<file path="src/rtl/systolic_feeder_2x2_pkg.sv">
// Shared types and constants for the 2x2 systolic operand feeder.
//   DW_DEFAULT : default operand element width
//   state_t    : feeder FSM states
//   PH0..PH2   : feed phase encodings
//   A00..B11   : element positions inside the packed {x11,x10,x01,x00} buses
package systolic_feeder_2x2_pkg;

  localparam int unsigned DW_DEFAULT = 16;
  localparam int unsigned PH_W       = 2;
  localparam int unsigned CNT_W      = 4;

  typedef enum logic [2:0] {
    ST_IDLE  = 3'd0,
    ST_CLEAR = 3'd1,
    ST_FEED  = 3'd2,
    ST_DRAIN = 3'd3,
    ST_DONE  = 3'd4
  } state_t;

  localparam logic [PH_W-1:0] PH0 = 2'd0;
  localparam logic [PH_W-1:0] PH1 = 2'd1;
  localparam logic [PH_W-1:0] PH2 = 2'd2;

  localparam int unsigned A00 = 0;
  localparam int unsigned A01 = 1;
  localparam int unsigned A10 = 2;
  localparam int unsigned A11 = 3;
  localparam int unsigned B00 = 0;
  localparam int unsigned B01 = 1;
  localparam int unsigned B10 = 2;
  localparam int unsigned B11 = 3;

endpackage

</file>
<file path="src/rtl/systolic_skew_sel.sv">
// Combinational skew selector: maps a feed phase and the captured A/B
// matrices to the four operand values the array edge needs in that phase.
//   feed       : high when the values are for a FEED cycle (else all zero)
//   phase      : feed phase PH0..PH2
//   a, b       : captured matrices, packed {x11,x10,x01,x00}
//   in_*_c     : selected operand values (unregistered)
module systolic_skew_sel
  import systolic_feeder_2x2_pkg::*;
#(
  parameter int unsigned DW = DW_DEFAULT
) (
  input  logic            feed,
  input  logic [PH_W-1:0] phase,
  input  logic [4*DW-1:0] a,
  input  logic [4*DW-1:0] b,
  output logic [DW-1:0]   in_00_n_c,
  output logic [DW-1:0]   in_00_w_c,
  output logic [DW-1:0]   in_01_n_c,
  output logic [DW-1:0]   in_10_w_c
);

  // Row 1 of A and column 1 of B lag row/column 0 by one phase.
  always_comb begin
    in_00_n_c = '0;
    in_00_w_c = '0;
    in_01_n_c = '0;
    in_10_w_c = '0;
    if (feed) begin
      case (phase)
        PH0: begin
          in_00_w_c = a[A00*DW +: DW];
          in_00_n_c = b[B00*DW +: DW];
        end
        PH1: begin
          in_00_w_c = a[A01*DW +: DW];
          in_00_n_c = b[B10*DW +: DW];
          in_10_w_c = a[A10*DW +: DW];
          in_01_n_c = b[B01*DW +: DW];
        end
        PH2: begin
          in_10_w_c = a[A11*DW +: DW];
          in_01_n_c = b[B11*DW +: DW];
        end
        default: ;
      endcase
    end
  end

endmodule

</file>
<file path="src/rtl/systolic_feeder_2x2.sv">
// Operand sequencer for the 2x2 systolic multiply array. Captures A and B on
// start, clears the array, streams skewed operands over three phases, waits
// DRAIN_CYCLES for the wavefront to settle and pulses done.
//   clk, reset        : clock, asynchronous active-low reset
//   start             : launch request, sampled only in IDLE
//   a_flat, b_flat    : matrices packed {x11,x10,x01,x00}
//   busy, done        : status (done is a one-cycle pulse)
//   arr_clr           : one-cycle accumulator clear to the array
//   in_00_N ... in_10_W : edge operands into the array
module systolic_feeder_2x2
  import systolic_feeder_2x2_pkg::*;
#(
  parameter int unsigned DW           = DW_DEFAULT,
  parameter int unsigned DRAIN_CYCLES = 2
) (
  input  logic            clk,
  input  logic            reset,
  input  logic            start,
  input  logic [4*DW-1:0] a_flat,
  input  logic [4*DW-1:0] b_flat,
  output logic            busy,
  output logic            done,
  output logic            arr_clr,
  output logic [DW-1:0]   in_00_N,
  output logic [DW-1:0]   in_00_W,
  output logic [DW-1:0]   in_01_N,
  output logic [DW-1:0]   in_10_W
);

  state_t              state_q, state_d;
  logic [PH_W-1:0]     phase_q, phase_d;
  logic [CNT_W-1:0]    drain_q, drain_d;
  logic [4*DW-1:0]     a_q, b_q;
  logic                capture_c;
  logic [DW-1:0]       sel_00_n_c, sel_00_w_c, sel_01_n_c, sel_10_w_c;

  // State, counters and captured operands.
  always_ff @(posedge clk or negedge reset) begin
    if (!reset) begin
      state_q <= ST_IDLE;
      phase_q <= PH0;
      drain_q <= '0;
      a_q     <= '0;
      b_q     <= '0;
    end else begin
      state_q <= state_d;
      phase_q <= phase_d;
      drain_q <= drain_d;
      if (capture_c) begin
        a_q <= a_flat;
        b_q <= b_flat;
      end
    end
  end

  // Next-state logic.
  always_comb begin
    state_d   = state_q;
    phase_d   = phase_q;
    drain_d   = drain_q;
    capture_c = 1'b0;
    case (state_q)
      ST_IDLE: begin
        if (start) begin
          state_d   = ST_CLEAR;
          capture_c = 1'b1;
        end
      end
      ST_CLEAR: begin
        state_d = ST_FEED;
        phase_d = PH0;
      end
      ST_FEED: begin
        if (phase_q == PH2) begin
          state_d = ST_DRAIN;
          drain_d = CNT_W'(DRAIN_CYCLES - 1);
        end else begin
          phase_d = phase_q + PH_W'(1);
        end
      end
      ST_DRAIN: begin
        if (drain_q == '0) begin
          state_d = ST_DONE;
        end else begin
          drain_d = drain_q - CNT_W'(1);
        end
      end
      ST_DONE: begin
        state_d = ST_IDLE;
      end
      default: begin
        state_d = ST_IDLE;
      end
    endcase
  end

  // Operand values are selected for the upcoming state so the registered
  // outputs line up with the state they belong to.
  systolic_skew_sel #(
    .DW (DW)
  ) u_skew_sel (
    .feed      (state_d == ST_FEED),
    .phase     (phase_d),
    .a         (a_q),
    .b         (b_q),
    .in_00_n_c (sel_00_n_c),
    .in_00_w_c (sel_00_w_c),
    .in_01_n_c (sel_01_n_c),
    .in_10_w_c (sel_10_w_c)
  );

  // Registered outputs.
  always_ff @(posedge clk or negedge reset) begin
    if (!reset) begin
      busy    <= 1'b0;
      done    <= 1'b0;
      arr_clr <= 1'b0;
      in_00_N <= '0;
      in_00_W <= '0;
      in_01_N <= '0;
      in_10_W <= '0;
    end else begin
      busy    <= (state_d != ST_IDLE);
      done    <= (state_d == ST_DONE);
      arr_clr <= (state_d == ST_CLEAR);
      in_00_N <= sel_00_n_c;
      in_00_W <= sel_00_w_c;
      in_01_N <= sel_01_n_c;
      in_10_W <= sel_10_w_c;
    end
  end

endmodule
</file>
<file path="config.mk">
export PLATFORM = sky130hd
export DESIGN_NAME = systolic_feeder_2x2
export DESIGN_NICKNAME = d
export VERILOG_FILES = /design/src/rtl/systolic_feeder_2x2_pkg.sv /design/src/rtl/systolic_skew_sel.sv /design/src/rtl/systolic_feeder_2x2.sv
export SDC_FILE = /design/constraint.sdc
export NUM_CORES = 1
export LEC_CHECK = 0
export CAP_MARGIN = 10
export CORE_UTILIZATION = 45
export CTS_CLUSTER_SIZE = 16
export DETAILED_ROUTE_END_ITERATION = 8
export MAX_ROUTING_LAYER = met4
export PLACE_DENSITY = 0.79
export SLEW_MARGIN = 20
export SYNTH_ARGS = -nofsm -noshare
export SYNTH_HDL_FRONTEND = slang
export SYNTH_SLANG_ARGS = --single-unit
</file>
<file path="constraint.sdc">
create_clock -name clk -period 2.3 [get_ports clk]
set_input_delay 0.575 -clock clk [delete_from_list [all_inputs] [get_ports clk]]
set_output_delay 0.575 -clock clk [all_outputs]
set_load 0.02 [all_outputs]
</file>
==> impl_results.md <==
- Outcome: complete, no violations
- Tightest Pin Transition: 0.997 ns
- Max rail drop VDD: 0.743 mV
- Startpoint Class: flip-flop
- Final period util: 0.932
- Minimum clock period: 2.14 ns
- Core area: 0.0168 mm²
- Setup violators final: 0
- Nets: 885
- Root buf cell: clkbuf_16
- Max incr delay on CP: 0.80 ns
- Slew HR: 0.335
- Wirelength per Cell: 18.7 µm
- Leakage: 0.00467 µW
- Std cell rows: 47
- Gr ovfl total: 0
- Initial Util: 0.467
- CTS buffer count: 21
- Commonest non-fill, non-tap cell in the layout: dfrtp_1
- Unique masters post-synth: 30
- CTS Sinks: 204
- Max Freq: 0.466 GHz
- RSZ-0062 raised after global routing: no
- Area after DPL: 0.0102 mm²
- TritonCTS clock tree: yes
- R2R Path End: in_00_N[12]$_DFF_PN0_
- Flops & latches, synth: 204
- Crit path required time: 2.66 ns
- Die width: 134 µm
- ANT cells: 0
- Most frequent cells in the layout: dfrtp_1, clkdlybuf4s50_1, mux2_1, nor2_1, a22oi_1
- Area Overhead vs Synth: 39.2%
- Syn Area/Cell: 14.5 µm²
- Detailed Place HPWL: 12.1 mm
- Crit-path cells: inv_1 -> ha_1 -> nor3b_2 -> o21ai_2 -> buf_4 -> nor2_1
- Max Cap Viol: 0
- Initial drt markers: 246
- Vias: 5,232
- Inst Count DP: 945
- Reg-to-Reg Start: phase_q[0]$_DFF_PN0_
- Post-synthesis cell count: 541
- Power per cell area: 1470 mW/mm²
- Routed Antenna Nets: 0
- Power Total: 16,000 µW
- Seq/Total Area, Yosys: 0.650
- Post-Route WL: 18.4 mm
- Top delay family on crit path: compound AO/OA/AOI/OAI gates
- Worst Setup Slack, final: 0.156 ns
- Clk_skew: 0.00937 ns
- Drt first pass iters: 4
- Final std cells w/o fill: 982
- Crit. End Element: flip-flop
- Worst r2r path cells: 6
- Cell Area, Synth: 0.00785 mm²
- Design area: 0.0109 mm²
- Die height: 134 µm
- Share of cells above drive strength 1: 0.123
- Largest net degree at the start of global routing: 63
- CP max stage cell: o21ai_2
- Clock-pin slew on the worst setup and hold paths: 0.06 ns
- IO Count: 198
- DR vias/cell: 5.33
- Arr. time, crit path: 2.51 ns
- Die area: 0.0180 mm²
- Worst R2R Setup Slack: 0.16 ns
- Clk_lat worst skew: 0.48 ns
- Initial antenna violation count: 0
- Hold crit path type: input port to async pin
- First-pass GRT wire length: 29.5 mm
- Synth Warn #: 0
- Dpl ws: 0.0557 ns
- Worst path bufs/invs: 2
- Max Slew Vio Count: 0
- Setup_tns: 0 ns
- Critical path type: flip-flop to flip-flop
- Final-report hold violation count: 0
- CTS HTree Levels: 1
- Hold Buf Count CTS: 0
- Vias in the first global route: 5,616
- DRC: 0
- Clock Path Buffers: 3
- Total track usage: 0.216
- Synthesized net count: 678
- Crit path max fanout: 19
- Port bufs: 197
- Routability cong.: 0.794
## sequential cells by signal (all words and copies together) (netlist names)
register / count
a_q: 64
b_q: 64
in_00_N: 16
in_00_W: 16
in_01_N: 16
in_10_W: 16
drain_q: 4
state_q: 3
phase_q: 2
arr_clr: 1
busy: 1
done: 1
## synthesized netlist by cell type, drive strengths merged
| library cell | number | area (µm²) |
|---|---|---|
| ha | 6 | 75.1 |
| or4b | 1 | 10.0 |
| dfrtp | 204 | 5100 |
| mux2 | 128 | 1440 |
| nor2b | 1 | 6.26 |
| nor4b | 1 | 15.0 |
| and4bb | 1 | 12.5 |
| or3 | 3 | 18.8 |
| o31ai | 1 | 7.51 |
| inv | 6 | 22.5 |
| nor2 | 68 | 255 |
| a31oi | 1 | 6.26 |
| nor3b | 2 | 20.0 |
| or4 | 1 | 7.51 |
| a22oi | 66 | 495 |
| nand3b | 1 | 20.0 |
| o21ai | 4 | 20.0 |
| buf | 22 | 178 |
| a21oi | 2 | 10.0 |
| nor4 | 2 | 12.5 |
| mux2i | 1 | 10.0 |
| o211ai | 1 | 12.5 |
| a22o | 4 | 35.0 |
| clkbuf | 13 | 48.8 |
| nor3 | 1 | 5.00 |
## per-stage QoR
| stage | utilization | hold WS (ns) |
|---|---|---|
| after floorplan | - | 0.279 |
| after global placement | 0.605 | 0.467 |
| after detailed placement | 0.605 | 0.475 |
| after CTS | 0.649 | 0.0830 |
| after global routing | 0.650 | 0.105 |
| final | 0.650 | 0.0829 |
## layout make-up
class	count	area [µm²]
Fill cell	1219	5890
Sequential cell	204	5100
Multi-Input combinational cell	296	2510
Timing Repair Buffer	219	2270
Clock buffer	27	588
Tap cell	220	275
Clock inverter	10	155
Inverter	6	22.5
## kinds of logic (layout without fill, tap and decap cells)
kind of cell,after synthesis,after routing,synth area share
buffers and inverters,41,262,0.0317
adder cells (fa/ha/maj),6,6,0.00956
flip-flops,204,204,0.650
AND/OR/NAND/NOR,82,82,0.0488
AO/OA/AOI/OAI,79,79,0.0748
multiplexers,129,129,0.185
## power breakdown
part | total, µW | switching, µW | internal [µW]
clock | 3590 | 1330 | 2250
combinational | 6380 | 3370 | 3020
sequential | 6050 | 826 | 5230
## worst max path at each step
stage                          from               endpoint  slack, ns  depth (start not counted)
2_1_floorplan  state_q[1]$_DFF_PN0_  in_00_W[10]$_DFF_PN0_       0.22                          8
3_3_place_gp                  start     b_q[7]$_DFFE_PN0P_        0.1                          5
3_5_place_dp                  start    a_q[56]$_DFFE_PN0P_       0.06                          5
4_1_cts        phase_q[0]$_DFF_PN0_   in_00_W[4]$_DFF_PN0_       0.15                          6
5_1_grt        phase_q[0]$_DFF_PN0_  in_00_N[14]$_DFF_PN0_       0.04                          6
6_report       phase_q[0]$_DFF_PN0_  in_00_N[12]$_DFF_PN0_       0.16                          6
## worst reg2reg max path: stages (launching register included)
cell and delay [ns]:
dfrtp_1 0.41, inv_1 0.10, ha_1 0.20, nor3b_2 0.07, o21ai_2 0.80, buf_4 0.37, nor2_1 0.09
## metal layers
layer  track usage  vias up  part of all wire
li1              -     2329                 -
met1         0.278     2679              0.42
met2         0.355      189              0.49
met3        0.0348       35             0.062
met4        0.0624        0             0.024
met5             -        -                 0
## what timing repair did
action                                  CTS  global route
buffers inserted                          0             0
resized for setup                         0             2
endpoints found under the setup margin    0            31
No activity file was read; power rests on OpenSTA's default activity.
